**src/rtl/jtpopeye_dma.sv**
```systemverilog
// Sprite DMA for the Popeye main board: once per frame, at blank start, it
// takes the Z80 bus and copies a fixed work-RAM window into the sprite buffer.
module jtpopeye_dma #(
    parameter int              AW       = 11,
    parameter logic [AW-1:0]   SRC_BASE = 11'h400,
    parameter logic [9:0]      LEN      = 10'd384,
    parameter logic [7:0]      TIMEOUT  = 8'd255
) (
    input  logic          clk,
    input  logic          rst_n,
    input  logic          cen,
    input  logic          LVBL,
    input  logic          busak_n,
    input  logic [7:0]    ram_dout,
    output logic          bus_req,
    output logic          DMCS,
    output logic [AW-1:0] dma_addr,
    output logic [9:0]    obj_addr,
    output logic [7:0]    obj_din,
    output logic          obj_we,
    output logic          busy,
    output logic          timeout_err
);

    typedef enum logic [1:0] {
        IDLE = 2'd0,
        REQ  = 2'd1,
        XFER = 2'd2,
        REL  = 2'd3
    } state_t;

    localparam logic [9:0] LAST = LEN - 10'd1;

    state_t        state_q;
    logic          lvbl_q;
    logic [7:0]    wait_q;
    logic [9:0]    cnt_q;
    logic          bus_req_q;
    logic          dmcs_q;
    logic          busy_q;
    logic          terr_q;
    logic          we_q;
    logic [AW-1:0] addr_q;
    logic [9:0]    obj_addr_q;

    logic          trig;
    logic [7:0]    wait_inc;

    // Blank start is a falling edge of the registered LVBL, seen on a cen
    assign trig     = lvbl_q & ~LVBL;
    assign wait_inc = wait_q + 8'd1;

    // Single FSM: bus request handshake, pipelined copy and bus release
    always_ff @(posedge clk or negedge rst_n) begin
        if (!rst_n) begin
            state_q    <= IDLE;
            lvbl_q     <= 1'b0;
            wait_q     <= 8'd0;
            cnt_q      <= 10'd0;
            bus_req_q  <= 1'b0;
            dmcs_q     <= 1'b0;
            busy_q     <= 1'b0;
            terr_q     <= 1'b0;
            we_q       <= 1'b0;
            addr_q     <= SRC_BASE;
            obj_addr_q <= 10'd0;
        end else if (cen) begin
            lvbl_q <= LVBL;
            case (state_q)
                IDLE: begin
                    if (trig) begin
                        state_q   <= REQ;
                        bus_req_q <= 1'b1;
                        busy_q    <= 1'b1;
                        wait_q    <= 8'd0;
                    end
                end
                REQ: begin
                    if (!busak_n) begin
                        state_q <= XFER;
                        dmcs_q  <= 1'b1;
                        addr_q  <= SRC_BASE;
                        cnt_q   <= 10'd0;
                    end else if (LVBL || wait_inc == TIMEOUT) begin
                        state_q   <= IDLE;
                        bus_req_q <= 1'b0;
                        busy_q    <= 1'b0;
                        terr_q    <= 1'b1;
                    end else begin
                        wait_q <= wait_inc;
                    end
                end
                XFER: begin
                    // Write side trails the address by one cen (RAM latency)
                    obj_addr_q <= cnt_q;
                    if (cnt_q < LAST) begin
                        addr_q <= addr_q + {{(AW-1){1'b0}}, 1'b1};
                    end
                    if (cnt_q == LEN) begin
                        state_q   <= REL;
                        we_q      <= 1'b0;
                        dmcs_q    <= 1'b0;
                        bus_req_q <= 1'b0;
                    end else begin
                        we_q  <= 1'b1;
                        cnt_q <= cnt_q + 10'd1;
                    end
                end
                REL: begin
                    state_q <= IDLE;
                    busy_q  <= 1'b0;
                end
                default: begin
                    state_q <= IDLE;
                end
            endcase
        end
    end

    assign bus_req     = bus_req_q;
    assign DMCS        = dmcs_q;
    assign dma_addr    = addr_q;
    assign obj_addr    = obj_addr_q;
    assign busy        = busy_q;
    assign timeout_err = terr_q;
    // Strobe qualified by cen so a slow sink never sees a multi-edge write
    assign obj_we      = we_q & cen;
    assign obj_din     = we_q ? ram_dout : 8'h00;

endmodule

```
**config.mk**
```make
export PLATFORM = sky130hd
export DESIGN_NAME = jtpopeye_dma
export DESIGN_NICKNAME = d
export VERILOG_FILES = /design/src/rtl/jtpopeye_dma.sv
export SDC_FILE = /design/constraint.sdc
export NUM_CORES = 1
export LEC_CHECK = 0
export CORE_MARGIN = 2
export CORE_UTILIZATION = 47
export DETAILED_ROUTE_END_ITERATION = 10
export PLACE_DENSITY_LB_ADDON = 0.25
export REMOVE_ABC_BUFFERS = 1
export SKIP_CTS_REPAIR_TIMING = 1
export SLEW_MARGIN = 20
export SYNTH_ARGS = -nofsm -noshare
export SYNTH_HDL_FRONTEND = slang
export SYNTH_SLANG_ARGS = --single-unit
export TNS_END_PERCENT = 10
```
**constraint.sdc**
```tcl
create_clock -name clk -period 2.03 [get_ports clk]
set_input_delay 0.406 -clock clk [delete_from_list [all_inputs] [get_ports clk]]
set_output_delay 0.406 -clock clk [all_outputs]
set_load 0.05 [all_outputs]
```
==> results by group, run 1 <==
Layout
  – Multi-input combinational cell area: 0.00140 mm²
  – Share of final-layout standard cells stronger than drive strength 1: 25.5%
  – Antenna diodes: 0
  – Layout overhead on the synthesized area: 41.6%
  – Cell area after layout: 0.00363 mm²
  – Finished Core Util: 70.1%
  – Layout fillers: 412
  – Net total in the final layout: 362
  – Area taken by flip-flops and latches: 0.00118 mm²

Outcome
  – Result of the run: completed

GRT
  – Antenna violations before repair: 0
  – Total gr overflow: 0
  – Largest net degree at the start of global routing: 26
  – First-pass GRT wire length: 9930 µm
  – All-layer global routing usage: 20.3%
  – Vias in the first global route: 2,213

Route
  – Post-route antenna net violation count: 0
  – Detailed-route via count: 2,206
  – Count of routing violations after the opening detailed-route iteration: 137
  – Remaining design rule violation count: 0
  – Sum of routed wire length over all layers: 5970 µm
  – Pre-antenna DRT Iters: 4
  – Vias per cell: 5.37
  – Drt wl/cell: 14.5 µm

Power
  – Total power: 3810 µW
  – Switching fraction of total power: 42.2%
  – Net load switching power: 1600 µW
  – Clock power frac: 16.0%
  – Sequential share of power: 35.2%
  – Internal Power: 2200 µW
  – Peak VDD IR: 0.881 mV
  – Combinational group share of total power: 48.8%
  – Cell Pwr Density: 1050 mW/mm²
  – Static Leakage: 0.00165 µW

Setup path
  – Critical-path maximum fanout: 5
  – Crit path capture type: output port
  – Critical path arrival: 1.59 ns
  – Required time of the critical path: 1.62 ns
  – Buffers & Inverters on Critical Path: 1
  – Cell Chain, Critical Path: clkdlybuf4s50_1
  – CP max stage delay: 0.83 ns
  – Slowest library cell on the worst path: clkdlybuf4s50_1
  – Setup CP Type: flop to output port
  – Startpoint class of the critical path: flop
  – Gate family responsible for the most delay along the worst path: buffers and inverters

Synthesis
  – Gate Count Post-Synth: 266
  – EDFF count, synth: 0
  – Proportion of synthesized flip-flops having asynchronous set or reset: 100%
  – Number of storage elements in the synthesis netlist: 47
  – Synth Flop Type: dfrtp_1
  – Distinct cell type count of the synthesized netlist: 44
  – Per-instance average area after synthesis: 9.62 µm²
  – Sequential-to-total area share from yosys stat: 46.0%
  – Total standard cell area after synthesis: 0.00256 mm²
  – Syn. warnings: 0

Clock network
  – Clock sink total: 47
  – CTS tree: yes
  – Root buffer cell: clkbuf_8
  – Clock latency at the later pin of the worst-skew pair: 0.31 ns
  – Clk buf depth: 2
  – Depth of the CTS H-tree: 2
  – Register clock-pin slew on the reported worst setup and hold paths: 0.09 ns
  – Number of buffers inserted during clock tree synthesis: 5

Timing
  – Unrepaired setup endpoints after global routing: true
  – Part of the cycle the worst path needs: 98.1%
  – Layout Skew: 0.0127 ns
  – Final Setup Violations: 0
  – Worst slew pin tran: 0.535 ns
  – Final Hold Fails: 0
  – Minimum period implied by the final worst setup slack: 1.99 ns
  – Count of final max-slew check failures: 0
  – Relative slew slack: 64.3%
  – Peak Freq: 0.502 GHz

Die
  – Die Footprint: 0.00605 mm²
  – Y dimension of the die: 77.8 µm
  – Horizontal die dimension: 77.8 µm
  – Total I/O pin count: 47
  – Initial standard-cell utilization of the core: 49.5%
  – Placeable core region: 0.00517 mm²
  – Floorplan row count: 26

Placed design
  – GPL Wtd Cong: 0.857
  – Post-placement cell area: 0.00331 mm²
  – HPWL after DPL: 4020 µm
  – PortBufs: 46

Hold path
  – Worst min-delay path class: primary input to asynchronous set/reset pin

Flow run
  – Max-cap violations: 0
==> per-stage QoR <==
stage / hold slack, ns / setup TNS (ns) / setup slack, ns / cells
after floorplan: 0.110 / -6.86 / -0.493 / 258
after global placement: 0.414 / 0 / 0.0166 / 393
after detailed placement: 0.417 / -0.0147 / -0.0147 / 393
after CTS: 0.0844 / -0.0314 / -0.0143 / 401
after global routing: 0.0984 / -0.388 / -0.0626 / 411
final: 0.0623 / 0 / 0.0383 / 411
==> kinds of logic after synthesis <==
logic type      synth area share (%)
compound gates                  15.6
xor+xnor                        3.42
fa+ha+maj                       4.40
buf+inv                         3.86
flops                           46.0
mux                             6.79
simple gates                    19.9
==> metal layers <==
layer | part of all wire, % | routed length, µm | track usage [%] | up-vias
met5 | 0 | 0 | 0 | -
li1 | - | - | - | 1089
met4 | 1.5 | 90 | 6.79 | 0
met1 | 45 | 2660 | 26.1 | 1056
met2 | 51 | 3030 | 34.6 | 50
met3 | 3.3 | 196 | 3.26 | 11
==> cell usage after synthesis, types with 4 or more instances <==
cell type	instances	share of area, %
a21o_1	5	1.5
a21oi_1	5	0.98
a22o_1	11	3.8
and2_1	10	2.4
clkbuf_1	5	0.73
dfrtp_1	46	45
ha_1	9	4.4
inv_1	18	2.6
mux2_2	11	4.8
mux2i_1	5	2.0
nand2_1	21	3.1
nand3_1	13	2.5
nand4_1	5	1.2
nor2_1	18	2.6
nor2b_1	4	0.98
nor3_1	14	2.7
o21ai_0	18	3.5
o21ai_1	6	1.2
xnor2_1	8	2.7
==> sequential cells by signal, summed over array words and instances, names as in the netlist, named ones only <==
name / cells
dma_addr: 11
cnt_q: 10
obj_addr: 10
wait_q: 8
DMCS: 1
bus_req: 1
busy: 1
lvbl_q: 1
state_q: 1
timeout_err: 1
we_q: 1
==> cell type report <==
type | instances | area share [%]
Clock inverter | 2 | 0.449
Multi-Input combinational cell | 193 | 38.7
Inverter | 18 | 1.86
Sequential cell | 47 | 32.5
Clock buffer | 6 | 2.28
Timing Repair Buffer | 75 | 21.7
Tap cell | 70 | 2.42
==> power groups by stage <==
stage	clock [µW]	combinational [µW]	sequential (µW)
after floorplan	0	780	1550
final	607	1860	1340
after global routing	652	2010	1380
after detailed placement	0	1610	1320
after global placement	0	1590	1310
after CTS	618	1620	1300
==> cell usage in the layout (no fill, tap or decap), drive strengths merged, types with 2 or more instances in the layout <==
cell,count
a21o,5
a21oi,6
a22o,11
and2,10
buf,40
clkbuf,6
clkdlybuf4s50,32
dfrtp,46
dlymetal6s2s,3
ha,9
inv,18
mux2,11
mux2i,5
nand2,21
nand2b,3
nand3,14
nand4,5
nor2,18
nor2b,4
nor3,14
nor3b,2
o21ai,24
o22ai,3
or2,3
or4,2
xnor2,8
xor2,2
==> worst paths after layout <==
path / end / startpoint / slack (ns) / depth (start not counted)
worst max-delay path: dma_addr[5] / dma_addr[5]$_DFFE_PN0P_ / 0.04 / 1
worst max register to register: wait_q[0]$_DFFE_PN0P_ / wait_q[1]$_DFFE_PN0P_ / 0.05 / 7
min in group clk: timeout_err$_DFFE_PN0P_ / timeout_err$_DFFE_PN0P_ / 0.49 / 1
max in group asynchronous: state_q[0]$_DFFE_PN0P_ / rst_n / 1.42 / 2
worst min-delay path: obj_addr[3]$_DFFE_PN0P_ / rst_n / 0.06 / 1
worst min register to register: timeout_err$_DFFE_PN0P_ / timeout_err$_DFFE_PN0P_ / 0.49 / 1
Power figures use the tool's default switching activity.
==> inputs of run 2 (changes only) <==
==> constraint.sdc (replaced) <==
create_clock -name clk -period 1.8 [get_ports clk]
set_input_delay 0.36 -clock clk [delete_from_list [all_inputs] [get_ports clk]]
set_output_delay 0.36 -clock clk [all_outputs]
set_load 0.05 [all_outputs]
==> run 2 against run 1 <==
Compared with the run above:
- the flow now finishes with violations (negative setup slack)
- combinational power rose by 19%
- via count up 3.5%
- die area unchanged
- highest routed layer unchanged
- first-iteration DRC count is 15% lower
- clock-buffer cell count is the same
- worst setup slack got worse by 0.26 ns
- flip-flop and latch count stayed put
- power rose by 17%
- largest power group unchanged
- non-clock buffer count rose by 21
==> results by group, run 2 (synthesis results as in run 1) <==
Outcome
  – Result of the run: finished, violations left
  – Failing checks: negative setup slack

Power
  – Total power: 4470 µW (+17%)
  – Peak VDD IR: 1.01 mV (+14%)
  – Cell Pwr Density: 1190 mW/mm² (+13%)
  – Net load switching power: 1790 µW (+11%)
  – Internal Power: 2680 µW (+22%)
  – Static Leakage: 0.00178 µW (+7.7%)
  – Combinational group share of total power: 49.8% (+1.0 points)
  – Sequential share of power: 33.1% (-2.1 points)
  – Switching fraction of total power: 40.0% (-2.2 points)
  – Clock power frac: 17.1% (+1.1 points)

Timing
  – Worst slew pin tran: 0.400 ns (-0.135 ns)
  – Part of the cycle the worst path needs: 112%
  – Minimum period implied by the final worst setup slack: 2.02 ns
  – Relative slew slack: 73.0% (+8.7 points)
  – Setup slack of the critical path after layout: -0.221 ns (-0.260 ns)
  – Count of final max-slew check failures: 0 (unchanged)
  – Fin Hold WS: 0.488 ns (+0.425 ns)
  – Final Hold Fails: 0 (unchanged)
  – Final Setup Violations: 19 (+19)
  – Layout Skew: 0.0132 ns (+0.000413 ns)
  – Unrepaired setup endpoints after global routing: true
  – Peak Freq: 0.495 GHz

Clock network
  – Root buffer cell: clkbuf_8
  – Clock latency at the later pin of the worst-skew pair: 0.30 ns (about the same)
  – Clk buf depth: 2 (unchanged)
  – Number of buffers inserted during clock tree synthesis: 5 (unchanged)
  – CTS tree: yes
  – Register clock-pin slew on the reported worst setup and hold paths: 0.09 ns (about the same)
  – Clock sink total: 47 (unchanged)
  – Depth of the CTS H-tree: 2 (unchanged)

Setup path
  – Critical-path maximum fanout: 8 (+3)
  – Required time of the critical path: 1.97 ns (+0.35 ns)
  – Critical path arrival: 2.19 ns (+0.60 ns)
  – Crit path capture type: flop
  – Startpoint class of the critical path: flop
  – Setup CP Type: flop to flop

Layout
  – Commonest non-fill, non-tap cells in the layout: buf_4 (69), dfrtp_1 (45), nand2_1 (21), o21ai_0 (18), nor2_1 (18)
  – Most common library cell in the layout ignoring fill and taps: buf_4
  – Share of final-layout standard cells stronger than drive strength 1: 36.2% (+11 points)
  – Net total in the final layout: 383 (+5.8%)
  – Layout overhead on the synthesized area: 46.8%
  – Finished Core Util: 72.6% (+2.5 points)
  – Finished Layout Cells: 432 (+5.1%)
  – Antenna diodes: 0 (unchanged)
  – Number of flip-flops under the largest register name: 11 (unchanged)

Placed design
  – HPWL after DPL: 4550 µm (+13%)
  – PortBufs: 46 (unchanged)
  – Post-placement setup slack: -0.226 ns (-0.212 ns)
  – Placed cell count: 421 (+7.1%)
  – GPL Wtd Cong: 0.946 (+10%)

GRT
  – All-layer global routing usage: 20.6% (+0.34 points)
  – Total gr overflow: 0 (unchanged)
  – Antenna violations before repair: 0 (unchanged)
  – First-pass GRT wire length: 10,100 µm (+1.9%)
  – Largest net degree at the start of global routing: 22 (-15%)
  – Vias in the first global route: 2,223 (+0.45%)

Die
  – Horizontal die dimension: 77.8 µm (unchanged)
  – Die Footprint: 0.00605 mm² (unchanged)
  – Placeable core region: 0.00517 mm² (unchanged)
  – Y dimension of the die: 77.8 µm (unchanged)
  – Initial standard-cell utilization of the core: 49.5% (unchanged)
  – Total I/O pin count: 47 (unchanged)
  – Floorplan row count: 26 (unchanged)

Route
  – Drt wl/cell: 14.1 µm (-2.9%)
  – Pre-antenna DRT Iters: 4 (unchanged)
  – Vias per cell: 5.28 (-1.5%)
  – Detailed-route via count: 2,283 (+3.5%)
  – Remaining design rule violation count: 0 (unchanged)
  – Count of routing violations after the opening detailed-route iteration: 116 (-15%)
  – Post-route antenna net violation count: 0 (unchanged)
  – Sum of routed wire length over all layers: 6090 µm (+2.0%)

Hold path
  – Worst min-delay path class: primary input to asynchronous set/reset pin

Flow run
  – Max-cap violations: 0 (unchanged)
-- run 2: cell types whose count changed in the layout (fill, tap and decap cells not counted), moves of 3 or more --
cell	change
buf_4	+42
nor3_2	+5
dlymetal6s2s_1	-3
clkdlybuf4s50_1	-21
nor3_1	-6
-- run 2: per-layer routing --
layer	track usage, %	up-vias	routed length, µm
li1	-	1128	-
met1	26.2	1100	2670
met2	36.1	50	3160
met3	3.60	5	223
met4	5.36	0	45
met5	0	-	0
-- run 2: power groups by stage --
stage	Clock, µW	Combinational [µW]	Sequential, µW
3_5_place_dp	0	2050	1480
2_1_floorplan	0	879	1750
3_3_place_gp	0	2010	1470
6_report	763	2220	1480
4_1_cts	779	2070	1460
5_1_grt	820	2400	1510
-- run 2: critical path, cell delays in order (launching register included) --
cell and delay, ns:
dfrtp_1 0.36, ha_2 0.21, nand3_2 0.09, o21a_1 0.21
o221a_1 0.27, a211o_1 0.33, a21oi_4 0.27, o22ai_1 0.14
-- run 2: worst paths after layout --
kind                                          from                      end  slack (ns)  cells after the start
max in group asynchronous                    rst_n    wait_q[2]$_DFFE_PN0P_        0.76                      3
max                          wait_q[1]$_DFFE_PN0P_    wait_q[6]$_DFFE_PN0P_       -0.22                      7
min reg2reg                obj_addr[1]$_DFFE_PN0P_  obj_addr[1]$_DFFE_PN0P_        0.49                      2
min                                          rst_n     cnt_q[1]$_DFFE_PN0P_        0.49                      2
min in group clk           obj_addr[1]$_DFFE_PN0P_  obj_addr[1]$_DFFE_PN0P_        0.49                      2
max reg2reg                  wait_q[1]$_DFFE_PN0P_    wait_q[6]$_DFFE_PN0P_       -0.22                      7
-- run 2: layout make-up --
| class | instances | area (µm²) |
|---|---|---|
| clock inverters | 2 | 37.5 |
| well taps | 70 | 87.6 |
| flip-flops and latches | 47 | 1180 |
| multi-input cells | 193 | 1410 |
| fillers | 381 | 1420 |
| repair buffers | 96 | 906 |
| inverters | 18 | 67.6 |
| clock buffers | 6 | 72.6 |
-- run 2: metrics by stage --
step,cell area (µm²),TNS [ns]
after floorplan,2530,-12.96
after global placement,3490,-3.48
after detailed placement,3490,-4.56
after CTS,3600,-4.73
after global routing,3760,-4.82
final,3760,-1.90
==> inputs of run 3 (changes only) <==
==> constraint.sdc (replaced) <==
create_clock -name clk -period 1.8 [get_ports clk]
set_input_delay 0.36 -clock clk [delete_from_list [all_inputs] [get_ports clk]]
set_output_delay 0.36 -clock clk [all_outputs]
set_load 0.01 [all_outputs]
==> run 3 against run 2 <==
Compared with the run above:
- the run still ends with negative setup slack left
- fmax grew 1.7%
- global-route usage grew 1.4 points
- critical path depth unchanged
- die area is the same
- highest routed layer unchanged
==> results by group, run 3 (synthesis results as in run 1) <==
Clock network
  – Number of buffers inserted during clock tree synthesis: 5 (unchanged)
  – Root buffer cell: clkbuf_8
  – CTS tree: yes
  – Register clock-pin slew on the reported worst setup and hold paths: 0.09 ns (about the same)
  – Clk buf depth: 2 (unchanged)
  – Depth of the CTS H-tree: 2 (unchanged)
  – Clock sink total: 47 (unchanged)
  – Clock latency at the later pin of the worst-skew pair: 0.30 ns (about the same)

Power
  – Switching fraction of total power: 34.8% (-5.2 points)
  – Total power: 4370 µW (-2.1%)
  – Clock power frac: 21.2% (+4.1 points)
  – Net load switching power: 1520 µW (-15%)
  – Internal Power: 2850 µW (+6.5%)
  – Peak VDD IR: 0.930 mV (-7.5%)
  – Sequential share of power: 33.3% (+0.2 points)
  – Static Leakage: 0.00170 µW (-4.5%)
  – Cell Pwr Density: 1160 mW/mm² (-2.3%)
  – Combinational group share of total power: 45.6% (-4.2 points)

GRT
  – All-layer global routing usage: 22.0% (+1.4 points)
  – Antenna violations before repair: 0 (unchanged)
  – Vias in the first global route: 2,363 (+6.3%)
  – First-pass GRT wire length: 10,700 µm (+5.8%)
  – Largest net degree at the start of global routing: 48 (+120%)
  – Total gr overflow: 0 (unchanged)

Timing
  – Worst slew pin tran: 0.364 ns (-0.0361 ns)
  – Minimum period implied by the final worst setup slack: 1.99 ns (-0.0337 ns)
  – Part of the cycle the worst path needs: 110% (-1.9 points)
  – Final Setup Violations: 24 (+5)
  – Layout Skew: 0.00828 ns (-0.00488 ns)
  – Unrepaired setup endpoints after global routing: true
  – Setup slack of the critical path after layout: -0.188 ns (+0.0337 ns)
  – Final Hold Fails: 0 (unchanged)
  – Relative slew slack: 75.5% (+2.5 points)
  – Count of final max-slew check failures: 0 (unchanged)
  – Peak Freq: 0.503 GHz (+1.7%)

Setup path
  – Required time of the critical path: 1.98 ns (about the same)
  – Startpoint class of the critical path: flop
  – Setup CP Type: flop to flop
  – Number of cells on the worst reg-to-reg path: 7 (unchanged)
  – Setup slack, reg-to-reg: -0.19 ns (+0.03 ns)
  – Critical path arrival: 2.17 ns (-0.02 ns)
  – Critical-path maximum fanout: 8 (unchanged)
  – Critical R2R Capture: wait_q[1]$_DFFE_PN0P_
  – Crit path capture type: flop
  – Worst reg2reg path startpoint: wait_q[1]$_DFFE_PN0P_

Flow run
  – Max-cap violations: 0 (unchanged)

Route
  – Met3 wire length: 132 µm (-41%)
  – Wl on met1: 2710 µm (+1.6%)
  – Detailed-route via count: 2,258 (-1.1%)
  – Met2 WL: 3200 µm (+1.4%)
  – Count of routing violations after the opening detailed-route iteration: 130 (+12%)
  – Remaining design rule violation count: 0 (unchanged)
  – Vias per cell: 5.23 (-1.1%)
  – DR top layer: met4
  – Sum of routed wire length over all layers: 6120 µm (+0.48%)
  – Drt wl/cell: 14.2 µm (+0.48%)
  – Post-route antenna net violation count: 0 (unchanged)
  – Pre-antenna DRT Iters: 4 (unchanged)

Layout
  – Commonest non-fill, non-tap cells in the layout: dfrtp_1 (46), clkdlybuf4s50_1 (44), buf_4 (44), nand2_1 (21)
  – Layout overhead on the synthesized area: 47.0%
  – Area taken by flip-flops and latches: 0.00118 mm² (-0.11%)
  – Share of final-layout standard cells stronger than drive strength 1: 27.9% (-8.3 points)
  – Most common library cell in the layout ignoring fill and taps: dfrtp_1
  – Number of flip-flops under the largest register name: 11 (unchanged)
  – Multi-input combinational cell area: 0.00141 mm² (about the same)
  – Antenna diodes: 0 (unchanged)
  – Cell area after layout: 0.00376 mm² (+0.17%)
  – Layout fillers: 367 (-3.7%)
  – Net total in the final layout: 383 (unchanged)

Die
  – Die Footprint: 0.00605 mm² (unchanged)
  – Y dimension of the die: 77.8 µm (unchanged)
  – Horizontal die dimension: 77.8 µm (unchanged)
  – Placeable core region: 0.00517 mm² (unchanged)
  – Initial standard-cell utilization of the core: 49.5% (unchanged)
  – Floorplan row count: 26 (unchanged)
  – Total I/O pin count: 47 (unchanged)

Placed design
  – PortBufs: 46 (unchanged)
  – Post-placement cell area: 0.00348 mm² (-0.14%)
  – GPL Wtd Cong: 0.860 (-9.1%)
  – HPWL after DPL: 4370 µm (-4.0%)

Outcome
  – Result of the run: finished, violations left
  – Failing checks: negative setup slack

Hold path
  – Worst min-delay path class: primary input to asynchronous set/reset pin
run 3: cell types whose count changed in the layout (fill, tap and decap cells not counted), sizes merged:
cell,delta
buf,-33
clkdlybuf4s50,+33
bufinv,+1
clkbuf,-1
dlygate4sd3,-1
dlymetal6s2s,+1
run 3: area by class of cell:
cell class                 instances  area share [%]
sequential                        47            31.3
timing repair buffer              96            23.5
clock buffer                       5            1.83
multi-input combinational        193            37.4
inverter                          18            1.80
clock inverter                     3            1.80
tap                               70            2.33
run 3: metrics by stage:
stage	TNS (ns)	setup slack [ns]	hold WS [ns]	instances	util (%)
after floorplan	-12.93	-0.721	0.0644	258	-
after global placement	-3.80	-0.188	0.365	424	67.4
after detailed placement	-4.72	-0.209	0.364	424	67.4
after CTS	-5.14	-0.224	0.0267	432	70.0
after global routing	-5.31	-0.308	0.0497	432	72.8
final	-1.84	-0.188	0.0182	432	72.8
run 3: worst max-delay path, stage by stage (launching register included):
cell and delay [ns]:
dfrtp_1 0.39, ha_2 0.20, nor2b_1 0.14, o2111a_1 0.23
o221a_1 0.15, a211o_1 0.36, a21oi_4 0.27, o22ai_2 0.12
run 3: routing by layer:
layer	up-vias	track usage, %
met3	9	4.19
met5	-	0
met1	1095	26.8
met4	0	7.14
li1	1127	-
met2	27	38.9
run 3: worst max-delay path by stage:
stage / start / end / slack [ns]
2_1_floorplan: state_q[0]$_DFFE_PN0P_ / dma_addr[7]$_DFFE_PN0P_ / -0.72
3_3_place_gp: cen / obj_we / -0.19
3_5_place_dp: wait_q[0]$_DFFE_PN0P_ / wait_q[6]$_DFFE_PN0P_ / -0.21
4_1_cts: wait_q[0]$_DFFE_PN0P_ / wait_q[6]$_DFFE_PN0P_ / -0.22
5_1_grt: wait_q[1]$_DFFE_PN0P_ / wait_q[0]$_DFFE_PN0P_ / -0.31
6_report: wait_q[1]$_DFFE_PN0P_ / wait_q[1]$_DFFE_PN0P_ / -0.19
run 3: power groups by stage:
stage	sequential [µW]	combinational [µW]	clock [µW]
2_1_floorplan	1500	829	0
5_1_grt	1490	2180	988
3_5_place_dp	1460	1820	0
6_report	1450	1990	926
4_1_cts	1450	1850	944
3_3_place_gp	1460	1770	0
